==> src/rtl/pin_demerge_rx_if.sv <==
// Merged-pin receive bundle: serial pin in, recovered bus and status out.
// The transmitter side (or bench) uses master, the receiver uses slave.
interface pin_demerge_rx_if #(
  parameter int WIDTH = 4,
  parameter int CNT_W = 8
);
  logic             sdin;
  logic             en;
  logic [WIDTH-1:0] dout;
  logic             dout_valid;
  logic             par_err;
  logic             frm_err;
  logic [CNT_W-1:0] good_cnt;
  logic             busy;

  modport master (
    output sdin,
    output en,
    input  dout,
    input  dout_valid,
    input  par_err,
    input  frm_err,
    input  good_cnt,
    input  busy
  );

  modport slave (
    input  sdin,
    input  en,
    output dout,
    output dout_valid,
    output par_err,
    output frm_err,
    output good_cnt,
    output busy
  );
endinterface

==> src/rtl/pin_demerge_rx.sv <==
// Deserializes start/data/even-parity/stop frames from one merged pin
// and publishes the recovered bus with registered strobes and a counter.
module pin_demerge_rx #(
  parameter int WIDTH = 4,
  parameter int CNT_W = 8
) (
  input  logic                clk,
  input  logic                rst_n,
  pin_demerge_rx_if.slave     bus
);

  localparam int BW = (WIDTH > 1) ? $clog2(WIDTH) : 1;
  localparam logic [BW-1:0] LAST = BW'(WIDTH - 1);

  localparam logic [2:0] S_IDLE   = 3'd0;
  localparam logic [2:0] S_DATA   = 3'd1;
  localparam logic [2:0] S_PARITY = 3'd2;
  localparam logic [2:0] S_STOP   = 3'd3;
  localparam logic [2:0] S_RESYNC = 3'd4;

  logic [2:0]       state_q, state_d;
  logic [BW-1:0]    cnt_q, cnt_d;
  logic [WIDTH-1:0] sh_q, sh_d;
  logic             par_q, par_d;
  logic             perr_q, perr_d;
  logic [WIDTH-1:0] dout_q, dout_d;
  logic             dv_q, dv_d;
  logic             pe_q, pe_d;
  logic             fe_q, fe_d;
  logic [CNT_W-1:0] gcnt_q, gcnt_d;

  logic sdin;
  logic en;

  assign sdin = bus.sdin;
  assign en   = bus.en;

  always_comb begin
    state_d = state_q;
    cnt_d   = cnt_q;
    sh_d    = sh_q;
    par_d   = par_q;
    perr_d  = perr_q;
    dout_d  = dout_q;
    gcnt_d  = gcnt_q;
    dv_d    = 1'b0;
    pe_d    = 1'b0;
    fe_d    = 1'b0;

    // Disable aborts silently from any active state.
    if (!en) begin
      state_d = S_IDLE;
    end else begin
      unique case (state_q)
        S_IDLE: begin
          if (sdin) begin
            state_d = S_DATA;
            cnt_d   = '0;
            sh_d    = '0;
            par_d   = 1'b0;
          end
        end

        S_DATA: begin
          sh_d[cnt_q] = sdin;
          par_d       = par_q ^ sdin;
          if (cnt_q == LAST) begin
            state_d = S_PARITY;
          end else begin
            cnt_d = cnt_q + 1'b1;
          end
        end

        S_PARITY: begin
          perr_d  = sdin ^ par_q;
          state_d = S_STOP;
        end

        S_STOP: begin
          if (sdin) begin
            // Bad stop bit outranks a parity mismatch.
            fe_d    = 1'b1;
            state_d = S_RESYNC;
          end else begin
            state_d = S_IDLE;
            if (perr_q) begin
              pe_d = 1'b1;
            end else begin
              dout_d = sh_q;
              dv_d   = 1'b1;
              gcnt_d = gcnt_q + 1'b1;
            end
          end
        end

        S_RESYNC: begin
          if (!sdin) begin
            state_d = S_IDLE;
          end
        end

        default: begin
          state_d = S_IDLE;
        end
      endcase
    end
  end

  always_ff @(posedge clk or negedge rst_n) begin
    if (!rst_n) begin
      state_q <= S_IDLE;
      cnt_q   <= '0;
      sh_q    <= '0;
      par_q   <= 1'b0;
      perr_q  <= 1'b0;
      dout_q  <= '0;
      dv_q    <= 1'b0;
      pe_q    <= 1'b0;
      fe_q    <= 1'b0;
      gcnt_q  <= '0;
    end else begin
      state_q <= state_d;
      cnt_q   <= cnt_d;
      sh_q    <= sh_d;
      par_q   <= par_d;
      perr_q  <= perr_d;
      dout_q  <= dout_d;
      dv_q    <= dv_d;
      pe_q    <= pe_d;
      fe_q    <= fe_d;
      gcnt_q  <= gcnt_d;
    end
  end

  assign bus.dout       = dout_q;
  assign bus.dout_valid = dv_q;
  assign bus.par_err    = pe_q;
  assign bus.frm_err    = fe_q;
  assign bus.good_cnt   = gcnt_q;
  assign bus.busy       = (state_q != S_IDLE);

endmodule

==> src/flat_wrapper.sv <==
// flat-port wrapper written by rule: the top's interface ports become plain ports
module pin_demerge_rx_flat 
#(
  parameter int WIDTH = 4,
  parameter int CNT_W = 8
)
  (clk, rst_n, bus_sdin, bus_en, bus_dout, bus_dout_valid, bus_par_err, bus_frm_err, bus_good_cnt, bus_busy);
  pin_demerge_rx_if #(.WIDTH(WIDTH), .CNT_W(CNT_W)) bus_i ();
  input  logic clk;
  input  logic rst_n;
  input wire logic [$bits(bus_i.sdin)-1:0] bus_sdin;
  input wire logic [$bits(bus_i.en)-1:0] bus_en;
  output wire logic [$bits(bus_i.dout)-1:0] bus_dout;
  output wire logic [$bits(bus_i.dout_valid)-1:0] bus_dout_valid;
  output wire logic [$bits(bus_i.par_err)-1:0] bus_par_err;
  output wire logic [$bits(bus_i.frm_err)-1:0] bus_frm_err;
  output wire logic [$bits(bus_i.good_cnt)-1:0] bus_good_cnt;
  output wire logic [$bits(bus_i.busy)-1:0] bus_busy;
  assign bus_i.sdin = bus_sdin;
  assign bus_i.en = bus_en;
  assign bus_dout = bus_i.dout;
  assign bus_dout_valid = bus_i.dout_valid;
  assign bus_par_err = bus_i.par_err;
  assign bus_frm_err = bus_i.frm_err;
  assign bus_good_cnt = bus_i.good_cnt;
  assign bus_busy = bus_i.busy;
  pin_demerge_rx #(.WIDTH(WIDTH), .CNT_W(CNT_W)) u_core (.clk(clk), .rst_n(rst_n), .bus(bus_i));
endmodule
==> config.mk <==
export PLATFORM = sky130hd
export DESIGN_NAME = pin_demerge_rx_flat
export DESIGN_NICKNAME = d
export VERILOG_FILES = /design/src/rtl/pin_demerge_rx_if.sv /design/src/rtl/pin_demerge_rx.sv /design/src/flat_wrapper.sv
export SDC_FILE = /design/constraint.sdc
export NUM_CORES = 1
export LEC_CHECK = 0
export BUFFER_PORTS_ARGS = -buffer_cell sky130_fd_sc_hd__buf_2
export CAP_MARGIN = 15
export CORE_MARGIN = 2
export CORE_UTILIZATION = 50
export CTS_CLUSTER_DIAMETER = 120
export DETAILED_ROUTE_END_ITERATION = 8
export GPL_TIMING_DRIVEN = 0
export PLACE_DENSITY = 0.78
export SYNTH_ARGS = -nofsm -noshare
export SYNTH_HDL_FRONTEND = slang
export SYNTH_SLANG_ARGS = --single-unit
==> constraint.sdc <==
create_clock -name clk -period 3.65 [get_ports clk]
set_clock_uncertainty 0.15 [all_clocks]
set_input_delay 0.73 -clock clk [delete_from_list [all_inputs] [get_ports clk]]
set_output_delay 0.73 -clock clk [all_outputs]
set_load 0.05 [all_outputs]
---- Yosys cells after proc, flatten, opt, wreduce, memory -nomap -nowiden ----
Cells that the tools add are included.
storage, ports and cells
  flip-flop bits (word level) ............. 26
  word-level logic and storage cells ...... 63
  input bits .............................. 4
  output and inout bits ................... 16
cells by class
  eq/ne operators ......................... 10
  bitwise operators ....................... 3
  reduce and logical (&&, ||, !) cells .... 9
  mux-type cells .......................... 27
  order comparisons ....................... 2
  $add $sub $neg .......................... 2
operator list
  operator                                                     number
  two-way mux 3 bit                                            5
  case mux 3 bit (5 select lines)                              1
  two-way mux 1 bit                                            13
  adder 8 x 1 -> 8 bit (second input constant)                 1
  case mux 4 bit (2 select lines)                              1
  AND reduction 4 bit                                          2
  equality test 3 x 2 -> 1 bit (second input constant)         2
  inequality test 3 bit (second input constant)                2
  AND reduction 3 bit                                          2
  bitwise mux 4 bit                                            1
  two-way mux 2 bit                                            2
  two-way mux 4 bit                                            1
  inequality test 2 bit (second input constant)                2
  case mux 2 bit (2 select lines)                              1
  equality test 3 x 1 -> 1 bit (second input constant)         1
  equality test 3 bit (second input constant)                  1
  logical NOT 3 bit                                            1
  less-than comparator 2 x 3 -> 1 bit (second input constant)  1
  inequality test 3 x 2 -> 1 bit (second input constant)       1
  nonzero test 3 bit                                           1
  adder 2 x 1 -> 2 bit (second input constant)                 1
  demux 1 bit (select 2 bit)                                   1
  equality test 2 bit (second input constant)                  1
  >= comparator 2 x 1 -> 1 bit (second input constant)         1
  other kinds (6)                                              7

---- Logic depth before layout (Yosys ltp) ----
Gate-level depths: netlist of run 1.
  word-level depth ........................ 6
  depth in mapped cells ................... 4
  mapped depth without buffers ............ 4

---- Least setup slack after synthesis of run 1 ----
OpenSTA, ideal clock, no wires.
  path kind ............................... flip-flop to output port
  from .................................... reg u_core.state_q[0]
  to ...................................... out bus_busy
  required time ........................... 2770 ps
  stages on the path, launching flop included .. 3
  path buffers ............................ 1
  slack ................................... 1639 ps
  arrival ................................. 1131 ps
  cell sequence ........................... dfrtp_1 clkbuf_1 or3_1
on the way
  cells in the longest elaborated chain, start to end .. 1
RTL lines
  what                      RTL line               source
  start: declaration        pin_demerge_rx.sv:21   logic [2:0] state_q, state_d;
  start signal: assignment  pin_demerge_rx.sv:122  state_q <= state_d;
  nonzero test 3 bit        pin_demerge_rx.sv:140  assign bus.busy = (state_q != S_IDLE);
  end: declaration          flat_wrapper.sv:18     output wire logic [$bits(bus_i.busy)-1:0] bus_busy;
No other way between the ends.

---- Worst setup path after layout of run 1 ----
Ends and elaborated chain as after synthesis.

==> results.py, run 1 <==
metrics = {
    "status": {
        "status": "finished, final reports clean",
    },
    "yosys": {
        "ys_top_cells_by_count": "dfrtp_1, nand3_1, o21ai_0",
        "yosysSeqAreaShare": 0.5118,
        "synth-edff-count": 0,
        "synthFlopType": "dfrtp_1",
        "synthArstFlopShare": 1.000,
        "yosys.area.top_type": "dfrtp_1",
        "syn-num-nets": 122,
        "avgSynthCellArea_um2": 11.25,
        "netlist_area_mm2": 0.001271,
        "synth.most_common_cell": "dfrtp_1",
        "ys_ff_latch": 26,
        "netlist_instances": 113,
        "ys_warn_count": 0,
        "synth.distinct_cells": 35,
        "netlist_top_cells_area": "dfrtp_1, nand3_1, ha_1, mux2_2, o21ai_0",
        "synth.top_cell.area_share": 0.5118,
    },
    "clock_tree": {
        "h-tree-depth": 1,
        "root_buffer": "clkbuf_4",
        "cts.sinks": 26,
        "clk_pin_slew_ns": 0.14,
        "clockBufferDepth": 2,
        "insertion_delay_ns": 0.31,
        "cts_tree": "done",
        "cts_resized": 0,
        "holdBufCountCts": 0,
        "numCtsBuffers": 3,
        "cts_setup_buffers": 0,
    },
    "finish": {
        "multi_input_area_um2": 586.8,
        "drive_gt1_frac": 0.2741,
        "nets": 145,
        "register_area_um2": 650.6,
        "syn_to_final_growth_pct": 14.17,
        "diodes": 0,
        "fill_cells": 206,
    },
    "floorplan": {
        "die_h_um": 54.42,
        "core_area_mm2": 0.002432,
        "std_cell_rows": 18,
        "io_pins": 20,
        "die-area_mm2": 0.002962,
        "die_w_um": 54.42,
        "start_util": 0.5226,
    },
    "timing": {
        "grt_setup_unrepaired": "no",
        "slew_viol_final": 0,
        "fin_tns_setup_ns": 0,
        "post-route-min-period_ns": 2.463,
        "worstMarginPinSlew_ns": 0.5718,
        "period_share": 0.6747,
        "fmax_mhz": 406.1,
        "finalSetupViolCount": 0,
        "max-slew-margin-rel": 0.6188,
        "hold_viol_final": 0,
    },
    "critical_path": {
        "end_kind": "output port",
        "cp.arrival_ns": 1.58,
        "cp_data_required_time_ns": 2.77,
        "path_class": "flip-flop to output port",
        "worst-path-max-fanout": 10,
        "r2r-start": "u_core.state_q[1]$_DFFE_PN0P_",
        "crit_path_start_kind": "flip-flop",
        "crit_start": "u_core.state_q[0]$_DFFE_PN0P_",
    },
    "detailed_routing": {
        "vias": 936,
        "wl_um": 2329,
        "drtIter0Drc": 13,
        "ant_nets": 0,
        "drc": 0,
        "dr.pass1.iters": 4,
        "via_per_inst": 5.673,
        "post_drt_wl_per_cell_um": 14.12,
    },
    "power_and_ir_drop": {
        "powerDensity_mw_per_mm2": 484.7,
        "clockPowerShare": 0.276,
        "design_power_total_uw": 703.5,
        "comb_power_share": 0.206,
        "seqPwrFrac": 0.518,
        "p_leak_uw": 0.0007599,
        "p_switching_uw": 210.3,
        "p_int_uw": 493.2,
        "ir_worst_vdd_uv": 369.2,
        "switching_share": 0.2989,
    },
    "placed_design": {
        "place.gp.congestion": 0.7693,
        "io_buffers": 18,
        "post-dp-hpwl_um": 1764,
    },
    "global_route": {
        "grt-ovfl-total": 0,
        "grt_pass1_vias": 879,
        "grt.total_usage": 0.1814,
        "antenna_found_initial": 0,
        "grt_pass1_wl_um": 3877,
        "grt_max_degree": 27,
    },
    "min_path": {
        "hp-class": "input port to async pin",
    },
    "job": {
        "max_cap_viol_count": 0,
    },
}
-- kinds of logic (layout without fill, tap and decap cells) --
logic type	count (synthesis)	count (layout)	share of synthesized area
xor gates and xnor gates	8	8	0.06103
buffers and inverters	8	30	0.02657
DFF	26	26	0.5118
and+or+nand+nor	48	48	0.2520
muxes	5	5	0.04429
AOI/OAI and AO/OA	13	13	0.05512
adders and majority gates	5	5	0.04921
-- through the flow --
step / setup WS [ns] / hold WS, ns / cell area [um^2] / util / instances
final: 1.187 / 0.2354 / 1451 / 0.5967 / 165
after global routing: 1.097 / 0.2711 / 1451 / 0.5967 / 165
after CTS: 1.181 / 0.2519 / 1451 / 0.5967 / 165
after detailed placement: 1.550 / 0.3165 / 1399 / 0.5751 / 161
after global placement: 1.589 / 0.3022 / 1399 / 0.5751 / 161
after floorplan: 1.639 / 0.2844 / 1271 / - / 113
-- flip-flops by register name, summed over array words and instances, names as in the netlist --
register and cells:
u_core.bus.frm_err 1, u_core.sh_q 4, u_core.state_q 3, u_core.bus.par_err 1, u_core.bus.good_cnt 8, u_core.cnt_q 2, u_core.bus.dout 4, u_core.bus.dout_valid 1
u_core.par_q 1, u_core.perr_q 1
-- cells in the final DEF, fill, tap and decap left out, types with 3 or more instances in the layout --
cell type	netlist	layout
buf_2	2	20
clkbuf_4	0	3
dfrtp_1	26	26
ha_1	5	5
inv_1	4	4
mux2_2	5	5
nand3_1	19	19
nand3b_1	5	5
o21ai_0	9	9
xnor2_1	4	4
xor2_1	3	3
-- metal layers --
layer	global-route usage	wire [um]
met1	0.2251	992
met2	0.3233	1232
met3	0.02459	80
met4	0.05833	23
met5	0	0
-- final timing paths --
check	cells past startpoint	end	slack, ns
worst max-delay path	3	bus_busy	1.19
worst min-delay path	1	u_core.bus.good_cnt[3]$_DFFE_PN0P_	0.24
worst min register to register	1	u_core.bus.good_cnt[7]$_DFFE_PN0P_	0.33
max in group asynchronous	1	u_core.bus.good_cnt[7]$_DFFE_PN0P_	2.74
min in group clk	1	u_core.bus.good_cnt[7]$_DFFE_PN0P_	0.33
worst max register to register	4	u_core.sh_q[0]$_DFFE_PN0P_	1.99
-- final cells by class --
| type | count | area share |
|---|---|---|
| clock buffers | 3 | 0.01552 |
| repair buffers | 18 | 0.06207 |
| well taps | 30 | 0.02586 |
| plain buffers | 4 | 0.01293 |
| clock inverters | 1 | 0.02069 |
| multi-input cells | 79 | 0.4043 |
| inverters | 4 | 0.01034 |
| flip-flops and latches | 26 | 0.4483 |
-- power by group through the flow --
stage	combinational (uW)	sequential [uW]	clock, uW
floorplan	94.7	376	0
global placement	138	367	0
detailed placement	146	371	0
CTS	147	364	198
global route	164	370	213
finish	145	364	194
-- worst max-delay path, cell delays in order, from the launching register on --
cell	delay, ns
dfrtp_1	0.47
clkbuf_1	0.24
or3_1	0.35
buf_2	0.22
Power figures use the tool's default switching activity.
==> inputs of run 2 (changes only) <==
--- a/config.mk
+++ b/config.mk
@@ -5,6 +5,7 @@
 export SDC_FILE = /design/constraint.sdc
 export NUM_CORES = 1
 export LEC_CHECK = 0
+export ABC_AREA = 1
 export BUFFER_PORTS_ARGS = -buffer_cell sky130_fd_sc_hd__buf_2
 export CAP_MARGIN = 15
 export CORE_MARGIN = 2
@@ -12,7 +13,7 @@
 export CTS_CLUSTER_DIAMETER = 120
 export DETAILED_ROUTE_END_ITERATION = 8
 export GPL_TIMING_DRIVEN = 0
-export PLACE_DENSITY = 0.78
+export PLACE_DENSITY = 0.8
 export SYNTH_ARGS = -nofsm -noshare
 export SYNTH_HDL_FRONTEND = slang
 export SYNTH_SLANG_ARGS = --single-unit
==> constraint.sdc (replaced) <==
create_clock -name clk -period 2 [get_ports clk]
set_clock_uncertainty 0.15 [all_clocks]
set_input_delay 0.4 -clock clk [delete_from_list [all_inputs] [get_ports clk]]
set_output_delay 0.4 -clock clk [all_outputs]
set_load 0.05 [all_outputs]
==> results.py, run 2 <==
metrics = {
    "floorplan": {
        "io_pins": 20,
        "die_w_um": 56.08,
        "die_h_um": 56.08,
        "start_util": 0.5377,
        "std_cell_rows": 18,
        "die-area_mm2": 0.003145,
        "core_area_mm2": 0.002522,
    },
    "global_route": {
        "grt-ovfl-total": 0,
        "antenna_found_initial": 0,
        "grt_pass1_wl_um": 4126,
        "grt_max_degree": 27,
        "grt.total_usage": 0.1628,
        "grt_pass1_vias": 1003,
    },
    "placed_design": {
        "placed_cells": 213,
        "io_buffers": 18,
        "place.gp.congestion": 0.8252,
        "placed_area_mm2": 0.001484,
        "post-dp-hpwl_um": 1808,
    },
    "detailed_routing": {
        "met2_length_um": 1205,
        "dr_wl_met3_um": 77,
        "wl_met1_um": 1060,
        "ant_nets": 0,
        "vias": 1104,
        "drc": 0,
        "dr.pass1.iters": 4,
        "top_layer_used": "met4",
        "post_drt_wl_per_cell_um": 10.89,
        "via_per_inst": 5.064,
        "drtIter0Drc": 44,
        "wl_um": 2374,
    },
    "yosys": {
        "yosys.area.top_type": "dfrtp_1",
        "synth.top_cell.area_share": 0.4797,
        "synth-edff-count": 0,
        "synth_simple_gate_area_frac": 0.3192,
        "synth_top_family_by_area": "simple AND/OR/NAND/NOR gates",
        "synth_compound_area_frac": 0.04889,
        "synth.most_common_cell": "nand2_1",
        "synthMuxAreaShare": 0,
        "ys_top_cells_by_count": "nand2_1, dfrtp_1, inv_1",
        "netlist_top_cells_area": "dfrtp_1, nand2_1, ha_1, inv_1, nand3_1",
        "synth.distinct_cells": 22,
        "syn-num-nets": 174,
        "ys_warn_count": 0,
        "netlist_area_mm2": 0.001356,
        "synthAdderAreaFrac": 0.04613,
        "synthFlopType": "dfrtp_1",
        "synth_xor_area_frac": 0.03229,
        "netlist_instances": 165,
        "ys_ff_latch": 26,
        "avgSynthCellArea_um2": 8.220,
        "synthArstFlopShare": 1.000,
        "yosysSeqAreaShare": 0.4797,
    },
    "timing": {
        "period_share": 0.9138,
        "hold_viol_final": 0,
        "hold_ws_ns": 0.2081,
        "fmax_mhz": 547.1,
        "grt_setup_unrepaired": "no",
        "fin_tns_setup_ns": 0,
        "post-route-min-period_ns": 1.828,
        "worstMarginPinSlew_ns": 0.5760,
        "max-slew-margin-rel": 0.6160,
        "finalSetupViolCount": 0,
        "slew_viol_final": 0,
    },
    "critical_path": {
        "cp_data_required_time_ns": 1.45,
        "reg2reg_depth": 6,
        "crit_path_start_kind": "flip-flop",
        "end_kind": "output port",
        "path_class": "flip-flop to output port",
        "worst-path-max-fanout": 9,
        "cp.arrival_ns": 1.28,
    },
    "finish": {
        "mostFrequentLayoutCell": "nand2_1",
        "nets": 198,
        "fin_cells": 218,
        "final_core_util": 0.6131,
        "final_area_mm2": 0.001546,
        "drive_gt1_frac": 0.1862,
        "largest_reg_flops": 8,
        "diodes": 0,
        "syn_to_final_growth_pct": 14.02,
        "final_cell_mix": "nand2_1, dfrtp_1, buf_2, inv_1, nand3_1",
    },
    "clock_tree": {
        "cts_resized": 0,
        "cts.sinks": 26,
        "clockBufferDepth": 2,
        "holdBufCountCts": 1,
        "h-tree-depth": 1,
        "insertion_delay_ns": 0.32,
        "clk_pin_slew_ns": 0.13,
        "numCtsBuffers": 3,
        "cts_tree": "done",
        "root_buffer": "clkbuf_4",
        "cts_setup_buffers": 0,
    },
    "min_path": {
        "hold_path_depth": 2,
        "hp-class": "input port to flip-flop",
    },
    "power_and_ir_drop": {
        "ir_worst_vdd_uv": 762.1,
        "powerDensity_mw_per_mm2": 1156,
        "p_leak_uw": 0.0008738,
    },
    "status": {
        "status": "finished, final reports clean",
    },
    "job": {
        "max_cap_viol_count": 0,
    },
}
==> run 2: cell count changes in the layout (fill, tap and decap cells not counted), sizes merged, moves of 3 or more <==
| cell | change |
|---|---|
| or3b | -3 |
| nor2 | +7 |
| nand2 | +63 |
| nand4 | +6 |
| nand3 | -8 |
| mux2 | -5 |
| inv | +16 |
| nand3b | -5 |
==> run 2: power by group <==
group / internal, uW / total, uW / switching [uW]
clock: 203 / 354 / 151
sequential: 631 / 725 / 93.3
combinational: 198 / 710 / 511
==> run 2: worst paths after layout <==
check | startpoint | endpoint | slack [ns]
worst max-delay path | u_core.state_q[0]$_DFFE_PN0P_ | bus_busy | 0.17
worst min-delay path | bus_en | u_core.state_q[1]$_DFFE_PN0P_ | 0.21
worst max register to register | u_core.state_q[1]$_DFFE_PN0P_ | u_core.cnt_q[0]$_DFFE_PN0P_ | 0.54
worst min register to register | u_core.bus.dout[2]$_DFFE_PN0P_ | u_core.bus.dout[2]$_DFFE_PN0P_ | 0.33
max in group asynchronous | rst_n | u_core.bus.dout_valid$_DFF_PN0_ | 0.88
min in group asynchronous | rst_n | u_core.bus.good_cnt[3]$_DFFE_PN0P_ | 0.44
==> run 2: layer usage <==
layer / vias up / global-route usage
li1: 568 / -
met2: 18 / 0.2891
met1: 514 / 0.1997
met4: 0 / 0.06122
met5: - / 0
met3: 4 / 0.02093
==> run 2: cells by family after synthesis <==
logic type,Yosys count
and+or+nand+nor,94
DFF,26
adders and majority gates,5
xor gates and xnor gates,5
buffers and inverters,23
AOI/OAI and AO/OA,12
==> run 2: worst max-delay path, stage by stage (launching register included) <==
cell and delay, ns:
dfrtp_1 0.34, buf_2 0.21, inv_1 0.08, nand2_1 0.08, buf_2 0.26
==> run 2: area by class of cell <==
class / instances / area (um^2)
Multi-Input combinational cell: 116 / 605.6
Clock buffer: 3 / 22.52
Timing Repair Buffer: 19 / 100.1
Clock inverter: 1 / 30.03
Inverter: 20 / 75.07
Buffer: 3 / 25.02
Fill cell: 221 / 975.9
Sequential cell: 26 / 650.6
Tap cell: 30 / 37.54
==> run 2: per-stage QoR <==
| step | power (uW) | setup WS (ns) |
|---|---|---|
| floorplan | 1289 | 0.4438 |
| global placement | 1416 | 0.5510 |
| detailed placement | 1448 | 0.5201 |
| CTS | 1813 | 0.1508 |
| global route | 1923 | 0.08555 |
| finish | 1788 | 0.1723 |
==> inputs of run 3 (changes only) <==
--- a/config.mk
+++ b/config.mk
@@ -9,11 +9,11 @@
 export BUFFER_PORTS_ARGS = -buffer_cell sky130_fd_sc_hd__buf_2
 export CAP_MARGIN = 15
 export CORE_MARGIN = 2
-export CORE_UTILIZATION = 50
+export CORE_UTILIZATION = 40
 export CTS_CLUSTER_DIAMETER = 120
 export DETAILED_ROUTE_END_ITERATION = 8
 export GPL_TIMING_DRIVEN = 0
-export PLACE_DENSITY = 0.8
+export PLACE_DENSITY = 0.68
 export SYNTH_ARGS = -nofsm -noshare
 export SYNTH_HDL_FRONTEND = slang
 export SYNTH_SLANG_ARGS = --single-unit
==> results.py, run 3 (synthesis gave the netlist of run 2 again) <==
metrics = {
    "job": {
        "max_cap_viol_count": 0,
    },
    "finish": {
        "syn_to_final_growth_pct": 15.50,
        "largest_reg_flops": 8,
        "final_cell_mix": "nand2_1, dfrtp_1, buf_2, inv_1, nand3_1",
        "fin_cells": 234,
        "diodes": 0,
        "drive_gt1_frac": 0.1862,
        "nets": 198,
        "fill_cells": 346,
        "final_area_mm2": 0.001567,
        "mostFrequentLayoutCell": "nand2_1",
    },
    "clock_tree": {
        "cts_resized": 0,
        "numCtsBuffers": 3,
        "clk_pin_slew_ns": 0.14,
        "root_buffer": "clkbuf_4",
        "clockBufferDepth": 2,
        "cts_tree": "done",
        "h-tree-depth": 1,
        "cts.sinks": 26,
        "holdBufCountCts": 1,
        "insertion_delay_ns": 0.32,
        "cts_setup_buffers": 0,
    },
    "floorplan": {
        "std_cell_rows": 21,
        "die-area_mm2": 0.003873,
        "core_area_mm2": 0.003284,
        "io_pins": 20,
        "die_h_um": 62.23,
        "die_w_um": 62.23,
        "start_util": 0.4130,
    },
    "critical_path": {
        "cp.arrival_ns": 1.25,
        "path_class": "flip-flop to output port",
        "crit_path_start_kind": "flip-flop",
        "worst-path-max-fanout": 9,
        "end_kind": "output port",
        "cp_data_required_time_ns": 1.45,
    },
    "placed_design": {
        "placed_area_mm2": 0.001504,
        "io_buffers": 18,
        "place.gp.congestion": 0.7388,
        "post-dp-hpwl_um": 1759,
        "placed_cells": 229,
    },
    "timing": {
        "worstMarginPinSlew_ns": 0.5768,
        "hold_viol_final": 0,
        "post-route-min-period_ns": 1.803,
        "max-slew-margin-rel": 0.6155,
        "fin_tns_setup_ns": 0,
        "period_share": 0.9016,
        "grt_setup_unrepaired": "no",
        "finalSetupViolCount": 0,
        "slew_viol_final": 0,
        "fmax_mhz": 554.6,
    },
    "detailed_routing": {
        "drc": 0,
        "ant_nets": 0,
        "wl_um": 2482,
        "via_per_inst": 4.624,
        "drtIter0Drc": 83,
        "post_drt_wl_per_cell_um": 10.61,
        "dr.pass1.iters": 4,
        "vias": 1082,
    },
    "power_and_ir_drop": {
        "ir_worst_vdd_uv": 761.1,
        "design_power_total_uw": 1802,
        "powerDensity_mw_per_mm2": 1150,
        "p_leak_uw": 0.0008738,
    },
    "global_route": {
        "grt-ovfl-total": 0,
        "grt_pass1_wl_um": 4422,
        "grt_max_degree": 27,
        "antenna_found_initial": 0,
        "grt_pass1_vias": 1017,
        "grt.total_usage": 0.1375,
    },
    "status": {
        "status": "finished, final reports clean",
    },
    "min_path": {
        "hp-class": "input port to flip-flop",
    },
}
==> run 3: cell counts in the layout (fill, tap and decap cells not counted) <==
No cell type changed its count.
==> run 3: path summary, 6_finish.rpt <==
kind / startpoint / to / slack (ns) / cells after the start
setup / recovery: u_core.state_q[0]$_DFFE_PN0P_ / bus_busy / 0.20 / 4
hold / removal: bus_en / u_core.state_q[1]$_DFFE_PN0P_ / 0.20 / 2
setup reg to reg: u_core.state_q[1]$_DFFE_PN0P_ / u_core.cnt_q[1]$_DFFE_PN0P_ / 0.54 / 6
hold reg to reg: u_core.bus.dout[2]$_DFFE_PN0P_ / u_core.bus.dout[2]$_DFFE_PN0P_ / 0.34 / 2
max in group asynchronous: rst_n / u_core.sh_q[2]$_DFFE_PN0P_ / 0.87 / 2
min in group asynchronous: rst_n / u_core.bus.good_cnt[2]$_DFFE_PN0P_ / 0.44 / 2
==> run 3: stage by stage <==
stage | setup WS, ns | util | hold WS [ns]
2_1_floorplan | 0.4438 | - | -0.04559
5_1_grt | 0.1146 | 0.4770 | 0.1915
6_report | 0.1968 | 0.4770 | 0.1960
3_5_place_dp | 0.5294 | 0.4579 | 0.2893
4_1_cts | 0.1730 | 0.4770 | 0.1850
3_3_place_gp | 0.5303 | 0.4579 | 0.2897
==> run 3: layout make-up <==
type	count	area, um^2	area share
flip-flops and latches	26	650.6	0.4153
plain buffers	3	25.02	0.01597
multi-input cells	116	605.6	0.3866
inverters	20	75.07	0.04792
well taps	46	57.56	0.03674
clock buffers	3	22.52	0.01438
clock inverters	1	30.03	0.01917
repair buffers	19	100.1	0.06390
==> run 3: routing by layer <==
layer,track usage,part of all wire,vias to the layer above
li1,-,-,568
met1,0.1882,0.49,495
met2,0.2283,0.47,17
met3,0.03442,0.034,2
met4,0.01667,0.0052,0
met5,0,0,-
==> run 3: power by group <==
part | leakage, uW | internal (uW) | switching [uW]
Combinational | 0.000494 | 200 | 512
Sequential | 0.000352 | 631 | 96.1
Clock | 0.0000279 | 203 | 159
Total | 0.000874 | 1030 | 767
==> run 3: critical path, cell delays in order, from the launching register on <==
cell and delay [ns]:
dfrtp_1 0.34, buf_2 0.21, inv_1 0.08, nand2_1 0.06
buf_2 0.25
